--- config.mk ---
export PLATFORM = sky130hd
export DESIGN_NAME = uart_tx_cfg
export DESIGN_NICKNAME = d
export VERILOG_FILES = /design/src/rtl/uart_pkg.sv /design/src/rtl/uart_tx_cfg.sv
export SDC_FILE = /design/constraint.sdc
export NUM_CORES = 1
export LEC_CHECK = 0
export CAP_MARGIN = 20
export CORE_MARGIN = 5
export CORE_UTILIZATION = 50
export CTS_BUF_LIST = sky130_fd_sc_hd__clkbuf_8
export CTS_CLUSTER_DIAMETER = 50
export DETAILED_ROUTE_END_ITERATION = 8
export GPL_TIMING_DRIVEN = 0
export PLACE_DENSITY = 0.87
export SLEW_MARGIN = 40
export SYNTH_ARGS = -nofsm -noshare
export SYNTH_HDL_FRONTEND = slang
export SYNTH_SLANG_ARGS = --single-unit
--- constraint.sdc ---
create_clock -name clk_100MHz -period 2.1 [get_ports clk_100MHz]
set_clock_uncertainty 0.15 [all_clocks]
set_input_delay 0.315 -clock clk_100MHz [delete_from_list [all_inputs] [get_ports clk_100MHz]]
set_output_delay 0.315 -clock clk_100MHz [all_outputs]
set_load 0.01 [all_outputs]
--- src/rtl/uart_pkg.sv ---
// Shared UART definitions: FSM state encoding, parity encodings and the
// masked parity helper used by both the configurable transmitter and the receiver.
package uart_pkg;

    typedef enum logic [2:0] {
        ST_IDLE   = 3'd0,
        ST_START  = 3'd1,
        ST_DATA   = 3'd2,
        ST_PARITY = 3'd3,
        ST_STOP   = 3'd4
    } uart_state_t;

    localparam logic [1:0] PAR_NONE = 2'b00;
    localparam logic [1:0] PAR_EVEN = 2'b01;
    localparam logic [1:0] PAR_ODD  = 2'b10;

    // Widest word the parity helper accepts; callers zero-extend into it.
    localparam int PAR_FN_W = 16;

    // XOR reduction over data[dbits-1:0]; bits at and above dbits are ignored.
    function automatic logic masked_parity(input logic [PAR_FN_W-1:0] data,
                                           input logic [3:0]          dbits);
        logic acc;
        acc = 1'b0;
        for (int i = 0; i < PAR_FN_W; i++) begin
            if (i < int'(dbits)) begin
                acc = acc ^ data[i];
            end else begin
                acc = acc;
            end
        end
        return acc;
    endfunction

endpackage

--- src/rtl/uart_tx_cfg.sv ---
// Run-time configurable UART transmitter: 5..DBITS_MAX data bits, none/even/odd
// parity, 1 or 2 stop bits, with the frame format latched when a word is accepted.
module uart_tx_cfg
    import uart_pkg::*;
#(
    parameter int DBITS_MAX  = 9,
    parameter int OVERSAMPLE = 16
) (
    input  logic                 clk_100MHz,
    input  logic                 reset,
    input  logic                 sample_tick,
    input  logic                 tx_valid,
    output logic                 tx_ready,
    input  logic [DBITS_MAX-1:0] data_in,
    input  logic [3:0]           cfg_dbits,
    input  logic [1:0]           cfg_parity,
    input  logic                 cfg_stop2,
    output logic                 tx_done,
    output logic                 busy,
    output logic                 tx
);

    localparam int              TICK_W      = $clog2(OVERSAMPLE * 2);
    localparam logic [TICK_W-1:0] TICK_ONE  = TICK_W'(1);
    localparam logic [TICK_W-1:0] TICK_LAST = TICK_W'(OVERSAMPLE - 1);
    localparam logic [TICK_W-1:0] TICK_LAST2 = TICK_W'(2 * OVERSAMPLE - 1);
    localparam logic [3:0]      DBITS_MAX_C = 4'(DBITS_MAX);

    uart_state_t          state_q, state_d;
    logic [TICK_W-1:0]    tick_q, tick_d;
    logic [3:0]           bit_q, bit_d;
    logic [DBITS_MAX-1:0] shift_q, shift_d;
    logic [3:0]           dbits_q, dbits_d;
    logic                 par_en_q, par_en_d;
    logic                 par_bit_q, par_bit_d;
    logic                 stop2_q, stop2_d;
    logic                 tx_q, tx_d;
    logic                 done_q, done_d;

    logic                 accept_s;
    logic [3:0]           cfg_dbits_s;
    logic                 raw_par_s;
    logic [TICK_W-1:0]    tick_limit_s;
    logic                 bit_edge_s;

    assign accept_s    = tx_valid && (state_q == ST_IDLE);
    assign cfg_dbits_s = ((cfg_dbits >= 4'd5) && (cfg_dbits <= DBITS_MAX_C)) ? cfg_dbits
                                                                            : DBITS_MAX_C;
    assign raw_par_s   = masked_parity({{(PAR_FN_W - DBITS_MAX){1'b0}}, data_in}, cfg_dbits_s);

    // The second stop bit is folded into one STOP state with a doubled tick limit.
    assign tick_limit_s = ((state_q == ST_STOP) && stop2_q) ? TICK_LAST2 : TICK_LAST;
    assign bit_edge_s   = (state_q != ST_IDLE) && sample_tick && (tick_q == tick_limit_s);

    // Next-state, frame latching and tick/bit counting.
    always_comb begin
        state_d   = state_q;
        tick_d    = tick_q;
        bit_d     = bit_q;
        shift_d   = shift_q;
        dbits_d   = dbits_q;
        par_en_d  = par_en_q;
        par_bit_d = par_bit_q;
        stop2_d   = stop2_q;
        done_d    = 1'b0;

        if (state_q != ST_IDLE && sample_tick) begin
            tick_d = bit_edge_s ? {TICK_W{1'b0}} : (tick_q + TICK_ONE);
        end else begin
            tick_d = tick_q;
        end

        case (state_q)
            ST_IDLE: begin
                if (accept_s) begin
                    state_d   = ST_START;
                    tick_d    = {TICK_W{1'b0}};
                    bit_d     = 4'd0;
                    shift_d   = data_in;
                    dbits_d   = cfg_dbits_s;
                    par_en_d  = (cfg_parity == PAR_EVEN) || (cfg_parity == PAR_ODD);
                    par_bit_d = (cfg_parity == PAR_ODD) ? ~raw_par_s : raw_par_s;
                    stop2_d   = cfg_stop2;
                end else begin
                    state_d = ST_IDLE;
                end
            end
            ST_START: begin
                if (bit_edge_s) begin
                    state_d = ST_DATA;
                    bit_d   = 4'd0;
                end else begin
                    state_d = ST_START;
                end
            end
            ST_DATA: begin
                if (bit_edge_s) begin
                    shift_d = shift_q >> 1;
                    if (bit_q == (dbits_q - 4'd1)) begin
                        state_d = par_en_q ? ST_PARITY : ST_STOP;
                    end else begin
                        bit_d = bit_q + 4'd1;
                    end
                end else begin
                    state_d = ST_DATA;
                end
            end
            ST_PARITY: begin
                if (bit_edge_s) begin
                    state_d = ST_STOP;
                end else begin
                    state_d = ST_PARITY;
                end
            end
            ST_STOP: begin
                if (bit_edge_s) begin
                    state_d = ST_IDLE;
                    done_d  = 1'b1;
                end else begin
                    state_d = ST_STOP;
                end
            end
            default: begin
                state_d = ST_IDLE;
            end
        endcase
    end

    // Line level for the current state; registered so tx lags state by one clock.
    always_comb begin
        tx_d = 1'b1;
        case (state_q)
            ST_IDLE:   tx_d = 1'b1;
            ST_START:  tx_d = 1'b0;
            ST_DATA:   tx_d = shift_q[0];
            ST_PARITY: tx_d = par_bit_q;
            ST_STOP:   tx_d = 1'b1;
            default:   tx_d = 1'b1;
        endcase
    end

    // State and datapath registers; reset aborts any frame and idles the line.
    always_ff @(posedge clk_100MHz or posedge reset) begin
        if (reset) begin
            state_q   <= ST_IDLE;
            tick_q    <= {TICK_W{1'b0}};
            bit_q     <= 4'd0;
            shift_q   <= {DBITS_MAX{1'b0}};
            dbits_q   <= 4'd0;
            par_en_q  <= 1'b0;
            par_bit_q <= 1'b0;
            stop2_q   <= 1'b0;
            tx_q      <= 1'b1;
            done_q    <= 1'b0;
        end else begin
            state_q   <= state_d;
            tick_q    <= tick_d;
            bit_q     <= bit_d;
            shift_q   <= shift_d;
            dbits_q   <= dbits_d;
            par_en_q  <= par_en_d;
            par_bit_q <= par_bit_d;
            stop2_q   <= stop2_d;
            tx_q      <= tx_d;
            done_q    <= done_d;
        end
    end

    assign tx       = tx_q;
    assign tx_done  = done_q;
    assign busy     = (state_q != ST_IDLE);
    assign tx_ready = (state_q == ST_IDLE);

endmodule
==> results.json <==
{
  "seqPwrFrac": 0.404,
  "io_pins": 24,
  "slew_viol_final": 0,
  "rrSetupSlack_ns": 0.07,
  "worstSetupPathType": "in2reg",
  "io_buffers": 23,
  "die_w_um": 68.9,
  "switching_share": 0.356,
  "synth_area_um2": 1740,
  "drtIter0Drc": 109,
  "grt_max_degree": 31,
  "max-slew-margin-rel": 0.592,
  "worst_slew_pin_slew_ns": 0.611,
  "cts_max_level": 2,
  "synth_nets": 207,
  "clock_latency_ns": 0.29,
  "ys_ff_latch": 30,
  "leakagePower_nw": 1.04,
  "vdd_drop_max_v": 0.000619,
  "synth-seq-area-share": 0.433,
  "required_ns": 2.12,
  "fin_crit_sh": 0.972,
  "synth_edf_count": 0,
  "finalCoreUtilization": 0.684,
  "hp-class": "in2async",
  "die_h_um": 68.9,
  "nets": 244,
  "wl_per_cell_um": 14.9,
  "synth_ff_type": "dfrtp_1",
  "crit_arrival_ns": 2.06,
  "fmax_mhz": 490,
  "min_period_ns": 2.04,
  "finalHoldViolCount": 0,
  "routed_via_density": 5.52,
  "syn_to_final_growth_pct": 31.5,
  "grt_pass1_vias": 1432,
  "drt_first_pass_iters": 4,
  "cts_tree": "done",
  "synth_top_area_cell": "dfrtp_1",
  "drive_above_1_share": 0.176,
  "worst_setup_path_end_kind": "register",
  "clockBufferDepth": 2,
  "synth_cell_types": 42,
  "syn_inst": 183,
  "worstSetupStartpointType": "primary input",
  "reg2reg_from": "state_q[0]",
  "die_area_um2": 4750,
  "outcome": "finished clean",
  "ys_top_cells_by_count": "29 x dfrtp_1, 24 x nand2_1, 17 x o21ai_0",
  "tns_ns": 0,
  "grt_pass1_wl_mm": 6.58,
  "antenna_found_initial": 0,
  "yosys-top-cells-area": "dfrtp_1 42%, mux2i_1 5.2%, nand2_1 5.2%",
  "yosysMostFrequentCell": "dfrtp_1",
  "rows": 21,
  "initial_core_util": 0.520,
  "grt_usage": 0.194,
  "core_area_um2": 3340,
  "globalRouteOverflowTotal": 0,
  "hpwl_mm": 2.61,
  "cts-root-buf": "clkbuf_8",
  "clk_pin_slew_ns": 0.06,
  "drc_errors": 0,
  "cp_max_fo": 2,
  "critPathLaunch": "cfg_parity[0]",
  "ant_nets": 0,
  "ys_async_sr_fraction": 1.00,
  "numClockSinks": 30,
  "power.internal_w": 0.00149,
  "ys_warn_count": 0,
  "avgSynthCellArea_um2": 9.48,
  "p_per_area_nw_per_um2": 1010,
  "numCtsBuffers": 5,
  "wirelength_mm": 3.98,
  "num_antenna_cells": 0,
  "p_sw_w": 0.000821,
  "comb_power_share": 0.393,
  "synth_top_area_frac": 0.418,
  "cap_viol_max_count": 0,
  "fill_cells": 255,
  "num_vias": 1475,
  "place.gp.congestion": 0.811,
  "setup_viol": 0,
  "clkPwrFrac": 0.204
}
## layer usage
metal | routed length (um) | vias to the layer above | global-route usage
li1 | - | 716 | -
met5 | 0 | - | 0
met3 | 201 | 6 | 0.0535
met1 | 1630 | 707 | 0.235
met4 | 83 | 0 | 0.0803
met2 | 2060 | 46 | 0.323
## registers in the layout (all words and copies together), names as in the netlist
register and count:
par_bit_q 1, state_q 3, bit_q 4, tx_done 1, par_en_q 1, tx 1, tick_q 5, stop2_q 1
dbits_q 4, shift_q 9
## critical path: stages
cell	delay [ns]
clkdlybuf4s50_1	0.46
inv_1	0.04
ha_2	0.19
xnor2_2	0.16
xnor3_1	0.24
xnor2_1	0.20
nor4_1	0.09
or3b_4	0.36
## area by class of cell
type | instances | area, um^2 | share of cell area
clock inverters | 2 | 8.76 | 0.00384
flip-flops and latches | 30 | 753 | 0.330
multi-input cells | 139 | 1010 | 0.444
well taps | 46 | 57.6 | 0.0252
clock buffers | 6 | 82.6 | 0.0362
repair buffers | 31 | 298 | 0.130
inverters | 8 | 30.0 | 0.0132
plain buffers | 5 | 38.8 | 0.0170
## placed cells by master (no fill, tap or decap), types with 2 or more instances in the layout
cell type,count
dfrtp_1,28
nand2_1,24
clkdlybuf4s50_1,17
o21ai_0,15
nor2_1,12
mux2i_1,9
buf_4,9
inv_1,8
xnor2_1,8
nand3_1,6
clkbuf_8,6
nor3_1,5
a21oi_1,4
nand2b_1,4
xor2_1,4
dlymetal6s2s_1,4
and2_1,3
o211ai_1,3
ha_1,3
buf_6,2
nor3_4,2
xnor3_1,2
o21ai_1,2
nor2b_1,2
a21o_1,2
nor3b_1,2
dlygate4sd2_1,2
## timing repair
action | in CTS | in global routing
pin swaps | 5 | 3
endpoints found under the setup margin | 14 | 17
setup buffers | 5 | 3
hold buffers | 0 | 0
resized for setup | 18 | 13
## power groups by stage
stage | clock (W) | combinational, W | sequential, W
2_1_floorplan | 0 | 0.000563 | 0.000903
3_3_place_gp | 0 | 0.000737 | 0.000920
3_5_place_dp | 0 | 0.000778 | 0.000933
4_1_cts | 0.000478 | 0.000846 | 0.000925
5_1_grt | 0.000504 | 0.00103 | 0.000957
6_report | 0.000470 | 0.000906 | 0.000931
## per-stage QoR
stage                     instances  power (W)  cell area, um^2  worst slack, ns  hold WS, ns
after CTS                       264    0.00225             2210          0.00215        0.287
after global placement          252    0.00166             2020           -0.489        0.312
after floorplan                 183    0.00147             1740           0.0556        0.255
after detailed placement        252    0.00171             2020           -0.510        0.321
after global routing            267    0.00249             2280          -0.0649        0.332
final                           267    0.00231             2280           0.0579        0.271
## worst paths after layout
| check | endpoint | cells past startpoint |
|---|---|---|
| worst max-delay path | par_bit_q | 8 |
| worst min-delay path | tick_q[2] | 2 |
| worst max register to register | bit_q[2] | 6 |
| worst min register to register | shift_q[4] | 2 |
| max in group asynchronous | state_q[2] | 2 |
| min in group clk_100MHz | dbits_q[1] | 3 |
## logic make-up after synthesis
group / share of synthesized area
AOI/OAI and AO/OA: 0.129
xor gates and xnor gates: 0.0916
adders and majority gates: 0.0288
buffers and inverters: 0.0339
DFF: 0.433
muxes: 0.0584
and+or+nand+nor: 0.225
Power figures use the tool's default switching activity.
